File: src/rtl/fetch_unit_pkg.sv
// Shared types and constants for the instruction-fetch stage.
package fetch_unit_pkg;

  localparam logic [63:0] RESET_VECTOR = 64'h0000_0000_8000_0000;

  typedef struct packed {
    logic [63:0] pc;
    logic [31:0] instr;
  } fetch_entry_t;

  function automatic logic [63:0] align_pc(logic [63:0] pc);
    return pc & ~64'h3;
  endfunction

endpackage

File: src/rtl/fetch_unit_if.sv
// Bus bundle between fetch, instruction memory, execute (redirect) and decode.
interface fetch_unit_if;

  logic        imem_req_valid_o;
  logic        imem_req_ready_i;
  logic [63:0] imem_req_addr_o;
  logic        imem_rsp_valid_i;
  logic [31:0] imem_rsp_data_i;
  logic        redirect_valid_i;
  logic [63:0] redirect_pc_i;
  logic        instr_valid_o;
  logic        instr_ready_i;
  logic [31:0] instr_o;
  logic [63:0] instr_pc_o;

  modport master (
    output imem_req_valid_o, imem_req_addr_o, instr_valid_o, instr_o, instr_pc_o,
    input  imem_req_ready_i, imem_rsp_valid_i, imem_rsp_data_i,
           redirect_valid_i, redirect_pc_i, instr_ready_i
  );

  modport slave (
    input  imem_req_valid_o, imem_req_addr_o, instr_valid_o, instr_o, instr_pc_o,
    output imem_req_ready_i, imem_rsp_valid_i, imem_rsp_data_i,
           redirect_valid_i, redirect_pc_i, instr_ready_i
  );

endinterface

File: src/rtl/sync_fifo.sv
// Synchronous FIFO with flush; used for the instruction buffer and the PC tag queue.
module sync_fifo #(
  parameter int unsigned WIDTH = 32,
  parameter int unsigned DEPTH = 2
) (
  input  logic                         clk_i,
  input  logic                         rst_i,
  input  logic                         flush_i,
  input  logic                         push_i,
  input  logic [WIDTH-1:0]             data_i,
  input  logic                         pop_i,
  output logic [WIDTH-1:0]             data_o,
  output logic [$clog2(DEPTH+1)-1:0]   count_o,
  output logic                         full_o,
  output logic                         empty_o
);

  localparam int unsigned PTR_W = (DEPTH > 1) ? $clog2(DEPTH) : 1;
  localparam int unsigned CNT_W = $clog2(DEPTH + 1);

  logic [WIDTH-1:0] mem_q [DEPTH];
  logic [PTR_W-1:0] wr_ptr_q, wr_ptr_d, rd_ptr_q, rd_ptr_d;
  logic [CNT_W-1:0] count_q, count_d;
  logic             do_push, do_pop;

  function automatic logic [PTR_W-1:0] ptr_inc(logic [PTR_W-1:0] p);
    return (p == PTR_W'(DEPTH - 1)) ? '0 : p + 1'b1;
  endfunction

  assign full_o  = (count_q == CNT_W'(DEPTH));
  assign empty_o = (count_q == '0);
  assign count_o = count_q;
  assign data_o  = mem_q[rd_ptr_q];
  assign do_push = push_i && !full_o && !flush_i;
  assign do_pop  = pop_i && !empty_o;

  always_comb begin
    // NOTE: every signal driven here gets a default first; any path leaving one unassigned would infer a latch.
    wr_ptr_d = wr_ptr_q;
    rd_ptr_d = rd_ptr_q;
    count_d  = count_q;
    if (flush_i) begin
      wr_ptr_d = '0;
      rd_ptr_d = '0;
      count_d  = '0;
    end else begin
      if (do_push) wr_ptr_d = ptr_inc(wr_ptr_q);
      if (do_pop)  rd_ptr_d = ptr_inc(rd_ptr_q);
      count_d = count_q + CNT_W'(do_push) - CNT_W'(do_pop);
    end
  end

  always_ff @(posedge clk_i) begin
    // NOTE: registers use non-blocking assignments so every flop samples pre-edge values regardless of statement order.
    if (rst_i) begin
      wr_ptr_q <= '0;
      rd_ptr_q <= '0;
      count_q  <= '0;
    end else begin
      wr_ptr_q <= wr_ptr_d;
      rd_ptr_q <= rd_ptr_d;
      count_q  <= count_d;
    end
  end

  // NOTE: storage is not reset; occupancy lives in the pointers/count, so stale words are never presented as valid.
  always_ff @(posedge clk_i) begin
    if (do_push) mem_q[wr_ptr_q] <= data_i;
  end

endmodule

File: src/rtl/fetch_unit.sv
// Instruction-fetch stage: in-order imem requests under a credit limit, response buffering
// with PC tags, and redirect handling that flushes the buffer and drops stale responses.
module fetch_unit
  import fetch_unit_pkg::*;
#(
  parameter logic [63:0] RESET_PC        = RESET_VECTOR,
  parameter int unsigned FIFO_DEPTH      = 2,
  parameter int unsigned MAX_OUTSTANDING = 2
) (
  input logic          clk_i,
  input logic          rst_i,
  fetch_unit_if.master bus
);

  localparam int unsigned CNT_W  = $clog2(MAX_OUTSTANDING + 1);
  localparam int unsigned BUF_CW = $clog2(FIFO_DEPTH + 1);

  logic [63:0]       pc_q, pc_d;
  logic [CNT_W-1:0]  outstanding_q, outstanding_d, drop_q, drop_d, live;
  logic              redirect, rsp, rsp_drop, rsp_keep, buf_push;
  logic              req_valid, accept, instr_valid, instr_pop;
  fetch_entry_t      buf_in, buf_out;
  logic [BUF_CW-1:0] buf_count;
  logic              buf_full, buf_empty;
  logic [63:0]       tag_pc;
  logic [CNT_W-1:0]  tag_count;
  logic              tag_full, tag_empty;

  assign redirect = bus.redirect_valid_i;
  assign rsp      = bus.imem_rsp_valid_i;
  assign rsp_drop = rsp && (drop_q != '0);
  assign rsp_keep = rsp && !rsp_drop;
  assign buf_push = rsp_keep && !redirect;
  assign live     = outstanding_q - drop_q;

  // Every live request owns a buffer slot, so responses can always be absorbed.
  assign req_valid = !rst_i && !redirect
                  && (32'(buf_count) + 32'(live) < FIFO_DEPTH)
                  && (32'(outstanding_q) < MAX_OUTSTANDING);
  assign accept    = req_valid && bus.imem_req_ready_i;

  assign bus.imem_req_valid_o = req_valid;
  assign bus.imem_req_addr_o  = pc_q;

  assign instr_valid       = !rst_i && !buf_empty;
  assign instr_pop         = instr_valid && bus.instr_ready_i;
  assign bus.instr_valid_o = instr_valid;
  assign bus.instr_o       = instr_valid ? buf_out.instr : '0;
  assign bus.instr_pc_o    = instr_valid ? buf_out.pc : '0;

  assign buf_in = '{pc: tag_pc, instr: bus.imem_rsp_data_i};

  sync_fifo #(.WIDTH(64), .DEPTH(MAX_OUTSTANDING)) u_tag_q (
    .clk_i   (clk_i),
    .rst_i   (rst_i),
    .flush_i (redirect),
    .push_i  (accept),
    .data_i  (pc_q),
    .pop_i   (rsp_keep),
    .data_o  (tag_pc),
    .count_o (tag_count),
    .full_o  (tag_full),
    .empty_o (tag_empty)
  );

  sync_fifo #(.WIDTH($bits(fetch_entry_t)), .DEPTH(FIFO_DEPTH)) u_instr_buf (
    .clk_i   (clk_i),
    .rst_i   (rst_i),
    .flush_i (redirect),
    .push_i  (buf_push),
    .data_i  (buf_in),
    .pop_i   (instr_pop),
    .data_o  (buf_out),
    .count_o (buf_count),
    .full_o  (buf_full),
    .empty_o (buf_empty)
  );

  always_comb begin
    pc_d          = pc_q;
    outstanding_d = outstanding_q + CNT_W'(accept) - CNT_W'(rsp);
    drop_d        = drop_q - CNT_W'(rsp_drop);
    // Redirect wins: everything still in flight after this cycle's response becomes stale.
    if (redirect) begin
      pc_d   = align_pc(bus.redirect_pc_i);
      drop_d = outstanding_d;
    end else if (accept) begin
      pc_d = pc_q + 64'd4;
    end
  end

  always_ff @(posedge clk_i) begin
    if (rst_i) begin
      pc_q          <= RESET_PC;
      outstanding_q <= '0;
      drop_q        <= '0;
    end else begin
      pc_q          <= pc_d;
      outstanding_q <= outstanding_d;
      drop_q        <= drop_d;
    end
  end

  a_rsp_without_request: assert property (@(posedge clk_i) disable iff (rst_i)
    rsp |-> (outstanding_q != '0));
  a_buf_overflow: assert property (@(posedge clk_i) disable iff (rst_i)
    buf_push |-> !buf_full);
  a_tag_overflow: assert property (@(posedge clk_i) disable iff (rst_i)
    accept |-> !tag_full);
  a_tag_underflow: assert property (@(posedge clk_i) disable iff (rst_i)
    rsp_keep |-> !tag_empty);
  a_tag_tracks_live: assert property (@(posedge clk_i) disable iff (rst_i)
    tag_count == live);

endmodule

File: src/flat_wrapper.sv
// flat-port wrapper written by rule: the top's interface ports become plain ports
module fetch_unit_flat import fetch_unit_pkg::*;
#(
  parameter logic [63:0] RESET_PC        = RESET_VECTOR,
  parameter int unsigned FIFO_DEPTH      = 2,
  parameter int unsigned MAX_OUTSTANDING = 2
)
  (clk_i, rst_i, bus_imem_req_valid_o, bus_imem_req_addr_o, bus_instr_valid_o, bus_instr_o, bus_instr_pc_o, bus_imem_req_ready_i, bus_imem_rsp_valid_i, bus_imem_rsp_data_i, bus_redirect_valid_i, bus_redirect_pc_i, bus_instr_ready_i);
  fetch_unit_if bus_i ();
  input logic clk_i;
  input logic rst_i;
  output wire logic [$bits(bus_i.imem_req_valid_o)-1:0] bus_imem_req_valid_o;
  output wire logic [$bits(bus_i.imem_req_addr_o)-1:0] bus_imem_req_addr_o;
  output wire logic [$bits(bus_i.instr_valid_o)-1:0] bus_instr_valid_o;
  output wire logic [$bits(bus_i.instr_o)-1:0] bus_instr_o;
  output wire logic [$bits(bus_i.instr_pc_o)-1:0] bus_instr_pc_o;
  input wire logic [$bits(bus_i.imem_req_ready_i)-1:0] bus_imem_req_ready_i;
  input wire logic [$bits(bus_i.imem_rsp_valid_i)-1:0] bus_imem_rsp_valid_i;
  input wire logic [$bits(bus_i.imem_rsp_data_i)-1:0] bus_imem_rsp_data_i;
  input wire logic [$bits(bus_i.redirect_valid_i)-1:0] bus_redirect_valid_i;
  input wire logic [$bits(bus_i.redirect_pc_i)-1:0] bus_redirect_pc_i;
  input wire logic [$bits(bus_i.instr_ready_i)-1:0] bus_instr_ready_i;
  assign bus_imem_req_valid_o = bus_i.imem_req_valid_o;
  assign bus_imem_req_addr_o = bus_i.imem_req_addr_o;
  assign bus_instr_valid_o = bus_i.instr_valid_o;
  assign bus_instr_o = bus_i.instr_o;
  assign bus_instr_pc_o = bus_i.instr_pc_o;
  assign bus_i.imem_req_ready_i = bus_imem_req_ready_i;
  assign bus_i.imem_rsp_valid_i = bus_imem_rsp_valid_i;
  assign bus_i.imem_rsp_data_i = bus_imem_rsp_data_i;
  assign bus_i.redirect_valid_i = bus_redirect_valid_i;
  assign bus_i.redirect_pc_i = bus_redirect_pc_i;
  assign bus_i.instr_ready_i = bus_instr_ready_i;
  fetch_unit #(.RESET_PC(RESET_PC), .FIFO_DEPTH(FIFO_DEPTH), .MAX_OUTSTANDING(MAX_OUTSTANDING)) u_core (.clk_i(clk_i), .rst_i(rst_i), .bus(bus_i));
endmodule
File: config.mk
export PLATFORM = sky130hd
export DESIGN_NAME = fetch_unit_flat
export DESIGN_NICKNAME = d
export VERILOG_FILES = /design/src/rtl/fetch_unit_pkg.sv /design/src/rtl/fetch_unit_if.sv /design/src/rtl/sync_fifo.sv /design/src/rtl/fetch_unit.sv /design/src/flat_wrapper.sv
export SDC_FILE = /design/constraint.sdc
export NUM_CORES = 1
export LEC_CHECK = 0
export ABC_AREA = 1
export BUFFER_PORTS_ARGS = -buffer_cell sky130_fd_sc_hd__buf_2
export CORE_MARGIN = 3
export CORE_UTILIZATION = 40
export CTS_BUF_LIST = sky130_fd_sc_hd__clkbuf_4 sky130_fd_sc_hd__clkbuf_8 sky130_fd_sc_hd__clkbuf_16
export DETAILED_ROUTE_END_ITERATION = 16
export GPL_TIMING_DRIVEN = 0
export PLACE_DENSITY = 0.65
export RECOVER_POWER = 25
export SYNTH_ARGS = -nofsm -noshare
export SYNTH_HDL_FRONTEND = slang
export SYNTH_SLANG_ARGS = --single-unit
File: constraint.sdc
create_clock -name clk_i -period 16.3 [get_ports clk_i]
set_clock_uncertainty 0.05 [all_clocks]
set_input_delay 0.815 -clock clk_i [delete_from_list [all_inputs] [get_ports clk_i]]
set_output_delay 0.815 -clock clk_i [all_outputs]
set_load 0.005 [all_outputs]
==> results.txt, run 1 <==
Outcome: completed
RSZ-0062 raised after global routing: false
Sink Count: 388
Die X: 215 µm
CTS Root Cell: clkbuf_16
Vias in the first global route: 12251
Final Setup Violations: 0
FF+latch count, synth: 388
Synth Instances: 1618
Critical Path Source Type: register
Top_reg_cell synth: edfxtp_1
Post-synthesis sequential area ratio: 0.624
Placed cells: 2463
First-pass GRT wire length: 72.0 mm
Post-CTS Repair Setup Buffers: 0
Final RePlAce weighted congestion: 0.959
DR WL/cell: 18.9 µm
Initial Utilization: 0.411
Net count, final: 2043
Hpwl dp: 35.2 mm
Antenna-violating nets left: 0
DRC Markers: 0
Core ar.: 42500 µm²
Hold buffers post-CTS: 0
Synthesized area per cell: 10.8 µm²
FILL cells: 3924
DR iter-0 viols: 908
Worst Path Required: 15.44 ns
Kind of critical path: reg2out
Worst Setup EP: bus_instr_pc_o[48]
Total CTS buffers: 43
P_leak: 8.66 nW
Critical Path AT: 3.21 ns
Number of flops mapped to enable cells by yosys: 312
Final Power: 0.00230 W
Final worst path period share: 0.250
Fin Setup TNS: 0 ns
Max H-tree Level: 2
GRT overflow: 0
GRT Util Overall: 0.204
Die area: 46200 µm²
Worst Setup SP: u_core.u_instr_buf.count_o[1]$_SDFF_PP0_
Die Y-Extent: 215 µm
FF-to-FF path depth: 14
Total Wirelength: 47.9 mm
HP Class: in2reg
DR pass1 iterations: 5
Max Slew Vio Count: 0
Max IR drop VDD: 0.0000830 V
Post-synthesis async set-or-reset flop share: 0
Sequential cell area: 10900 µm²
FF-to-FF setup slack: 13.05 ns
Min cycle time layout: 4.07 ns
Largest net degree at the start of global routing: 32
Area occupied by multi-input gates: 5380 µm²
FMAX: 245 MHz
Via count: 12321
YS warnings: 0
R2r startpoint: u_core.outstanding_q[0]$_SDFF_PP0_
# resized after CTS: 0
Port bufs: 255
Site row count: 75
RR Endpoint: u_core.u_tag_q.count_o[1]$_SDFF_PP0_
Initial antenna violation count: 0
Longest Clk Path Bufs: 3
Area grow syn2layout: 20.4%
Final Util: 0.494
Vias per inst: 4.85
Post-synth cell types: 39
Total of max-cap violations: 0
Layout cells sized above 1: 0.264
Diodes inserted: 0
Critical Path Fanout Max: 10
CTS tree: built
CP Capture Type: primary output
Worst skew pair latency: 0.57 ns
Pwr dens: 110 nW/µm²
IO Count: 264
Hold Violations, Final: 0
Synthesized cell area: 17500 µm²
Actual slew at the worst max-slew pin: 1.38 ns
Clock slew at reported path FFs: 0.06 ns
Fin cells: 2539
Slew HR: 0.0743
synthesized netlist by cell type (8+ instances only):
library cell | instances | area share
edfxtp_1 | 312 | 0.54
inv_1 | 226 | 0.049
xnor2_1 | 8 | 0.0040
o21ai_1 | 40 | 0.011
buf_6 | 9 | 0.0058
a21oi_1 | 54 | 0.015
nor2_1 | 128 | 0.028
nand3_1 | 56 | 0.016
buf_2 | 14 | 0.0040
xor2_1 | 22 | 0.011
ha_1 | 9 | 0.0065
o21ai_0 | 22 | 0.0063
dfxtp_1 | 76 | 0.087
clkbuf_1 | 25 | 0.0054
mux2_2 | 156 | 0.10
a31oi_1 | 15 | 0.0054
nand2_1 | 394 | 0.085
power breakdown:
group | internal [W] | total [W] | switching (W) | leakage [nW]
Combinational | 0.0000786 | 0.000194 | 0.000116 | 4.50
Clock | 0.000561 | 0.000949 | 0.000388 | 0.681
Sequential | 0.00112 | 0.00116 | 0.0000340 | 3.48
how the worst min path moves through the flow:
stage	start	to	slack, ns	cells past startpoint
floorplan	u_core.u_tag_q.rd_ptr_q$_SDFFE_PP0P_	register	0.38	1
global placement	u_core.u_tag_q.rd_ptr_q$_SDFFE_PP0P_	u_core.u_tag_q.rd_ptr_q$_SDFFE_PP0P_	0.39	1
detailed placement	u_core.u_tag_q.rd_ptr_q$_SDFFE_PP0P_	register	0.40	1
CTS	bus_imem_rsp_data_i[9]	u_core.u_instr_buf.mem_q[0][9]$_DFFE_PP_	0.36	1
global route	bus_imem_rsp_data_i[1]	u_core.u_instr_buf.mem_q[1][1]$_DFFE_PP_	0.38	1
finish	bus_imem_rsp_data_i[1]	u_core.u_instr_buf.mem_q[1][1]$_DFFE_PP_	0.40	1
worst max-delay path, cell delays in order (launching register included):
cell and delay [ns]:
dfxtp_1 0.35, inv_1 0.09, a21oi_1 0.86, buf_2 0.56, buf_1 0.44, nand2_1 0.16
inv_1 0.07, buf_2 0.11
area by class of cell:
cell class | count | share of cell area
timing repair buffer | 265 | 0.0689
multi-input combinational | 941 | 0.256
buffer | 56 | 0.0146
tap | 577 | 0.0344
clock buffer | 51 | 0.0541
sequential | 388 | 0.518
clock inverter | 25 | 0.0110
inverter | 236 | 0.0428
cell families (layout without fill, tap and decap cells):
logic type      Yosys count  after routing  synth area share
simple gates            602            602             0.141
compound gates          139            139            0.0423
fa+ha+maj                10             10           0.00760
flops                   388            388             0.624
xor+xnor                 30             30            0.0151
buf+inv                 292            633            0.0695
other cells               1              4          0.000215
mux                     156            156             0.101
per-stage QoR:
step	setup WS [ns]	hold slack, ns	area, µm²
2_1_floorplan	10.50	0.375	17500
3_3_place_gp	7.36	0.385	19500
3_5_place_dp	12.10	0.397	19700
4_1_cts	12.04	0.356	21100
5_1_grt	11.87	0.375	21000
6_report	12.23	0.395	21000
registers in the layout, indices dropped and copies added (netlist names), named ones only:
register                     cells
u_core.bus.imem_req_addr_o      62
u_core.drop_q                    2
u_core.outstanding_q             2
u_core.u_instr_buf.count_o       2
u_core.u_instr_buf.mem_q       188
u_core.u_instr_buf.rd_ptr_q      1
u_core.u_instr_buf.wr_ptr_q      1
u_core.u_tag_q.count_o           2
u_core.u_tag_q.mem_q           124
u_core.u_tag_q.rd_ptr_q          1
u_core.u_tag_q.wr_ptr_q          1
cell usage in the layout, fill, tap and decap left out, types with 5 or more instances in the layout:
| master | instances |
|---|---|
| buf_4 | 5 |
| nand2_1 | 394 |
| edfxtp_1 | 312 |
| mux2_2 | 155 |
| buf_2 | 245 |
| inv_2 | 6 |
| clkbuf_1 | 50 |
| nor2_2 | 5 |
| clkbuf_16 | 43 |
| nand4_1 | 6 |
| ha_1 | 9 |
| o21ai_0 | 22 |
| nand3_1 | 56 |
| o21ai_1 | 40 |
| buf_12 | 10 |
| clkinv_1 | 9 |
| a21oi_1 | 54 |
| inv_1 | 226 |
| clkbuf_4 | 8 |
| dfxtp_1 | 76 |
| a31oi_1 | 15 |
| nor2_1 | 126 |
| xnor2_1 | 8 |
| buf_6 | 8 |
| xor2_1 | 22 |
| clkinv_2 | 8 |
layer usage:
metal,up-vias,routed length (µm),track usage
li1,5988,-,-
met1,5852,21300,0.275
met2,405,22300,0.335
met3,76,2860,0.0346
met4,0,1420,0.0707
met5,-,0,0
Power figures use the tool's default switching activity.
==> run 2: changes to the inputs <==
- PLACE_DENSITY: 0.65 -> 0.68
- clock period: 16.3 -> 3.3 ns (I/O delays scaled with it)
==> run 2 against run 1 <==
Sequential share of layout area down 2.6 points. Combinational power grew to 5.6 times the previous value. Global-route usage up 0.95 points. Total power increased to 5.0 times the previous value. Critical path type unchanged. Critical endpoint is now bus_instr_pc_o[46]. Largest cell class unchanged.
==> results.txt, run 2 (same netlist as run 1, synthesis figures left out) <==
Critical Path Source Type: register
Actual slew at the worst max-slew pin: 0.878 ns
Delay-heaviest family, CP: buffers and inverters
Final Setup Violations: 0
Net count, final: 2146
Diodes inserted: 0
Clock slew at reported path FFs: 0.06 ns
Final worst path period share: 0.965
Vias per inst: 4.91
Most frequent CP cell: buf_2
Area grow syn2layout: 26.8%
Die Y-Extent: 215 µm
Die X: 215 µm
Worst Path Required: 3.08 ns
Sink Count: 388
Via count: 12986
FILL cells: 3792
DR WL/cell: 19.1 µm
Site row count: 75
Outcome: completed
GRT Util Overall: 0.214
Final RePlAce weighted congestion: 0.985
Initial Utilization: 0.411
Initial antenna violation count: 0
CP Capture Type: primary output
P_leak: 9.07 nW
CP max stage delay: 0.77 ns
IO Count: 264
Core ar.: 42500 µm²
Vias in the first global route: 12898
Worst skew pair latency: 0.56 ns
Fin cells: 2644
Commonest non-fill, non-tap cell in the layout: nand2_1
GR peak layer: met2
First-pass GRT wire length: 75.7 mm
Max IR drop VDD: 0.000288 V
Port bufs: 255
RSZ-0062 raised after global routing: false
Hpwl dp: 36.2 mm
Pwr dens: 524 nW/µm²
Slowest CP cell: clkdlybuf4s15_1
Slew HR: 0.414
DR pass1 iterations: 5
DRC Markers: 0
Longest Clk Path Bufs: 3
Max H-tree Level: 2
Max FFs per register: 188
Biggest register: u_core.u_instr_buf.mem_q
DR iter-0 viols: 890
FMAX: 314 MHz
M2 GR Usage: 0.357
Min cycle time layout: 3.18 ns
Critical Path Fanout Max: 10
Critical Path AT: 2.97 ns
Layout cells sized above 1: 0.245
Antenna-violating nets left: 0
GRT met3 Usage: 0.0339
Placed cells: 2463
Max Slew Vio Count: 0
Most frequent cells in the layout: 394 x nand2_1, 312 x edfxtp_1, 226 x inv_1
CTS tree: built
Final Util: 0.521
HP Class: in2reg
CTS Root Cell: clkbuf_16
Hold Violations, Final: 0
Final Power: 0.0116 W
Total Wirelength: 50.4 mm
Worst hold slack: 0.0455 ns
Cell breakdown of the critical path: clkdlybuf4s15_1 -> buf_2 -> mux2_2 -> nand2_1 -> inv_1 -> buf_2
Critical path buffers and inverters: 4
Fin Setup TNS: 0 ns
Kind of critical path: reg2out
Total CTS buffers: 43
Met1 GRT Util: 0.286
GRT overflow: 0
Largest net degree at the start of global routing: 32
Total of max-cap violations: 0
Die area: 46200 µm²
run 2: changes by cell type in the layout (fill, tap and decap cells not counted), moves of 3 or more:
cell           before  now
buf_2             245  224
clkinv_2            8    5
dlygate4sd3_1       0  103
clkbuf_8            0    4
clkbuf_1           50   69
run 2: final cells by class:
class | instances | area [µm²] | share of cell area
Sequential cell | 388 | 10900 | 0.492
Multi-Input combinational cell | 941 | 5420 | 0.245
Timing Repair Buffer | 368 | 2450 | 0.111
Clock buffer | 53 | 1180 | 0.0531
Inverter | 236 | 901 | 0.0407
Tap cell | 577 | 722 | 0.0326
Buffer | 56 | 324 | 0.0146
Clock inverter | 25 | 245 | 0.0111
run 2: repair_timing:
item / in CTS / in global routing
buffers inserted: 0 / 0
hold buffers: 103 / 0
setup endpoints to repair: 42 / 6
endpoints found under the hold margin: 140 / 0
resized for setup: 1 / 4
run 2: through the flow:
stage | area, µm² | setup WS (ns)
6_report | 22100 | 0.115
2_1_floorplan | 17500 | -0.418
3_5_place_dp | 19700 | 0.207
4_1_cts | 22200 | 0.0307
5_1_grt | 22100 | 0.0000862
3_3_place_gp | 19500 | -2.43
run 2: layer usage:
| layer | routed length (µm) | vias up |
|---|---|---|
| met5 | 0 | - |
| met4 | 1510 | 0 |
| met3 | 3270 | 85 |
| met2 | 24000 | 444 |
| met1 | 21600 | 6257 |
| li1 | - | 6200 |
run 2: worst min-delay path, cell delays in order:
cell,delay [ns]
buf_2,0.13
nand2_8,0.12
o211ai_1,0.10
nand2_1,0.07
inv_1,0.03
run 2: worst paths after layout:
kind                                                            from                                     endpoint  slack (ns)  cells after the start
worst max register to register    u_core.outstanding_q[0]$_SDFF_PP0_   u_core.bus.imem_req_addr_o[9]$_SDFFE_PP0P_        0.14                     13
worst max-delay path                                        register                           bus_instr_pc_o[46]        0.12                      6
worst min register to register  u_core.u_tag_q.rd_ptr_q$_SDFFE_PP0P_         u_core.u_tag_q.rd_ptr_q$_SDFFE_PP0P_        0.41                      1
worst min-delay path                            bus_imem_req_ready_i  u_core.bus.imem_req_addr_o[10]$_SDFFE_PP0P_        0.05                      5
run 2: report_power, final:
part           leakage [nW]  internal (W)  switching [W]  total (W)
Combinational          4.88      0.000474       0.000610    0.00108
Clock                 0.704       0.00286        0.00193    0.00479
Sequential             3.48       0.00556       0.000169    0.00572
Total                  9.07       0.00889        0.00271     0.0116
==> run 3: changes to the inputs <==
- RECOVER_POWER: 25 -> 100
==> run 3 against run 2 <==
Global-route usage unchanged. Design area down 0.87%. Sequential share of layout area up 0.43 points. Worst setup slack worse by 0.0071 ns. Non-clock buffer count unchanged. Core utilization down 0.45 points. Total power down 0.43%. Cell count unchanged. First-iteration DRC count up 11%. Fmax down 0.22%. Flip-flop and latch count unchanged. Largest cell class unchanged. Largest power group unchanged. Highest routed layer unchanged.
==> results.txt, run 3 (same netlist as run 1, synthesis figures left out) <==
Outcome: completed
GRT overflow: 0
Vias in the first global route: 12898
Die area: 46200 µm²
Max FFs per register: 188
Max Slew Vio Count: 0
Total of max-cap violations: 0
Sink Count: 388
Area grow syn2layout: 25.7%
Pwr dens: 527 nW/µm²
Kind of critical path: reg2out
Sequential cell area: 10900 µm²
Die Y-Extent: 215 µm
Slowest CP cell: clkdlybuf4s15_1
Hold Violations, Final: 0
Port bufs: 255
P_int: 0.00885 W
Final Setup Violations: 0
Largest net degree at the start of global routing: 32
Total Wirelength: 50.4 mm
First-pass GRT wire length: 75.7 mm
CP Capture Type: primary output
P_leak: 8.81 nW
Via count: 12984
Clock share of power: 0.415
Final RePlAce weighted congestion: 0.985
Delay-heaviest family, CP: buffers and inverters
Critical Path Fanout Max: 10
Diodes inserted: 0
NetSw: 0.00270 W
DR WL/cell: 19.1 µm
Site row count: 75
Switching share of power: 0.234
CTS tree: built
Fin Setup TNS: 0 ns
Biggest register: u_core.u_instr_buf.mem_q
Critical path buffers and inverters: 4
CTS Root Cell: clkbuf_16
Most frequent cells in the layout: 394 x nand2_1, 312 x edfxtp_1, 226 x inv_1
Max H-tree Level: 2
Commonest non-fill, non-tap cell in the layout: nand2_1
FILL cells: 3846
Final Util: 0.516
DRC Markers: 0
R2r startpoint: u_core.outstanding_q[0]$_SDFF_PP0_
Sequential Power Share: 0.496
Critical Path Source Type: register
Cell breakdown of the critical path: clkdlybuf4s15_1 -> buf_2 -> mux2_2 -> nand2_1 -> inv_1 -> clkbuf_1
FMAX: 313 MHz
Worst Path Required: 3.08 ns
Max IR drop VDD: 0.000288 V
Area occupied by multi-input gates: 5420 µm²
GRT Util Overall: 0.214
DR iter-0 viols: 990
Critical Path AT: 2.98 ns
Antenna-violating nets left: 0
Total CTS buffers: 43
Layout cells sized above 1: 0.191
Core ar.: 42500 µm²
HP Class: in2reg
Longest Clk Path Bufs: 3
Vias per inst: 4.91
Actual slew at the worst max-slew pin: 0.921 ns
RSZ-0062 raised after global routing: false
Initial antenna violation count: 0
Hold Startpoint: bus_imem_req_ready_i
Comb pwr share: 0.089
CP max stage delay: 0.79 ns
DR pass1 iterations: 5
Post-CTS Repair Setup Buffers: 0
Net count, final: 2146
Final worst path period share: 0.967
Initial Utilization: 0.411
Clock slew at reported path FFs: 0.06 ns
Die X: 215 µm
IO Count: 264
Hpwl dp: 36.2 mm
Worst skew pair latency: 0.56 ns
Slew HR: 0.386
Min cycle time layout: 3.19 ns
-- run 3: cell types whose count changed in the layout (fill, tap and decap cells not counted), moves of 2 or more --
cell	change
o21ai_1	-31
buf_1	-2
mux2_2	-51
o21ai_0	+31
clkbuf_2	+7
buf_2	-60
clkbuf_1	+63
buf_12	-8
mux2_1	+51
-- run 3: tightest hold or removal path, delay by kind of cell --
kind / cells / cell delay [ns]
compound gates: 1 / 0.11
buf+inv: 2 / 0.16
simple gates: 2 / 0.18
-- run 3: cell type report --
cell class	count	share of cell area
Clock buffer	53	0.0536
Timing Repair Buffer	368	0.104
Sequential cell	388	0.496
Multi-Input combinational cell	941	0.247
Clock inverter	25	0.0112
Buffer	56	0.0133
Tap cell	577	0.0329
Inverter	236	0.0411
-- run 3: repair_timing --
action | in CTS | in global routing
hold endpoints to repair | 140 | 0
setup endpoints to repair | 42 | 6
resized for setup | 1 | 4
hold buffers | 103 | 0
gates cloned | 0 | 0
-- run 3: metrics by stage --
stage	hold WS, ns	total power (W)	std cells	worst slack (ns)	cell area (µm²)
floorplan	0.214	0.00637	1621	-0.418	17500
global placement	0.304	0.00676	2453	-2.43	19500
detailed placement	0.308	0.00681	2463	0.207	19700
CTS	0.0147	0.0117	2644	0.0307	22200
global route	0.0804	0.0120	2644	0.0000875	21900
finish	0.0363	0.0116	2644	0.108	21900
-- run 3: per-layer routing --
metal,global-route usage,part of all wire
met4,0.0701,0.030
met3,0.0339,0.066
met1,0.286,0.43
met2,0.357,0.48
met5,0,0
-- run 3: worst paths after layout --
| path | endpoint | slack (ns) | cells after the start |
|---|---|---|---|
| hold reg to reg | u_core.u_tag_q.rd_ptr_q$_SDFFE_PP0P_ | 0.42 | 1 |
| hold / removal | u_core.bus.imem_req_addr_o[10]$_SDFFE_PP0P_ | 0.04 | 5 |
| setup reg to reg | u_core.bus.imem_req_addr_o[9]$_SDFFE_PP0P_ | 0.13 | 13 |
| setup / recovery | bus_instr_pc_o[46] | 0.11 | 6 |
-- run 3: power by group through the flow --
| stage | combinational, W | clock, W | sequential [W] |
|---|---|---|---|
| 6_report | 0.00103 | 0.00479 | 0.00573 |
| 5_1_grt | 0.00114 | 0.00508 | 0.00575 |
| 4_1_cts | 0.00109 | 0.00490 | 0.00572 |
| 3_5_place_dp | 0.000987 | 0 | 0.00583 |
| 3_3_place_gp | 0.000926 | 0 | 0.00583 |
| 2_1_floorplan | 0.000594 | 0 | 0.00577 |
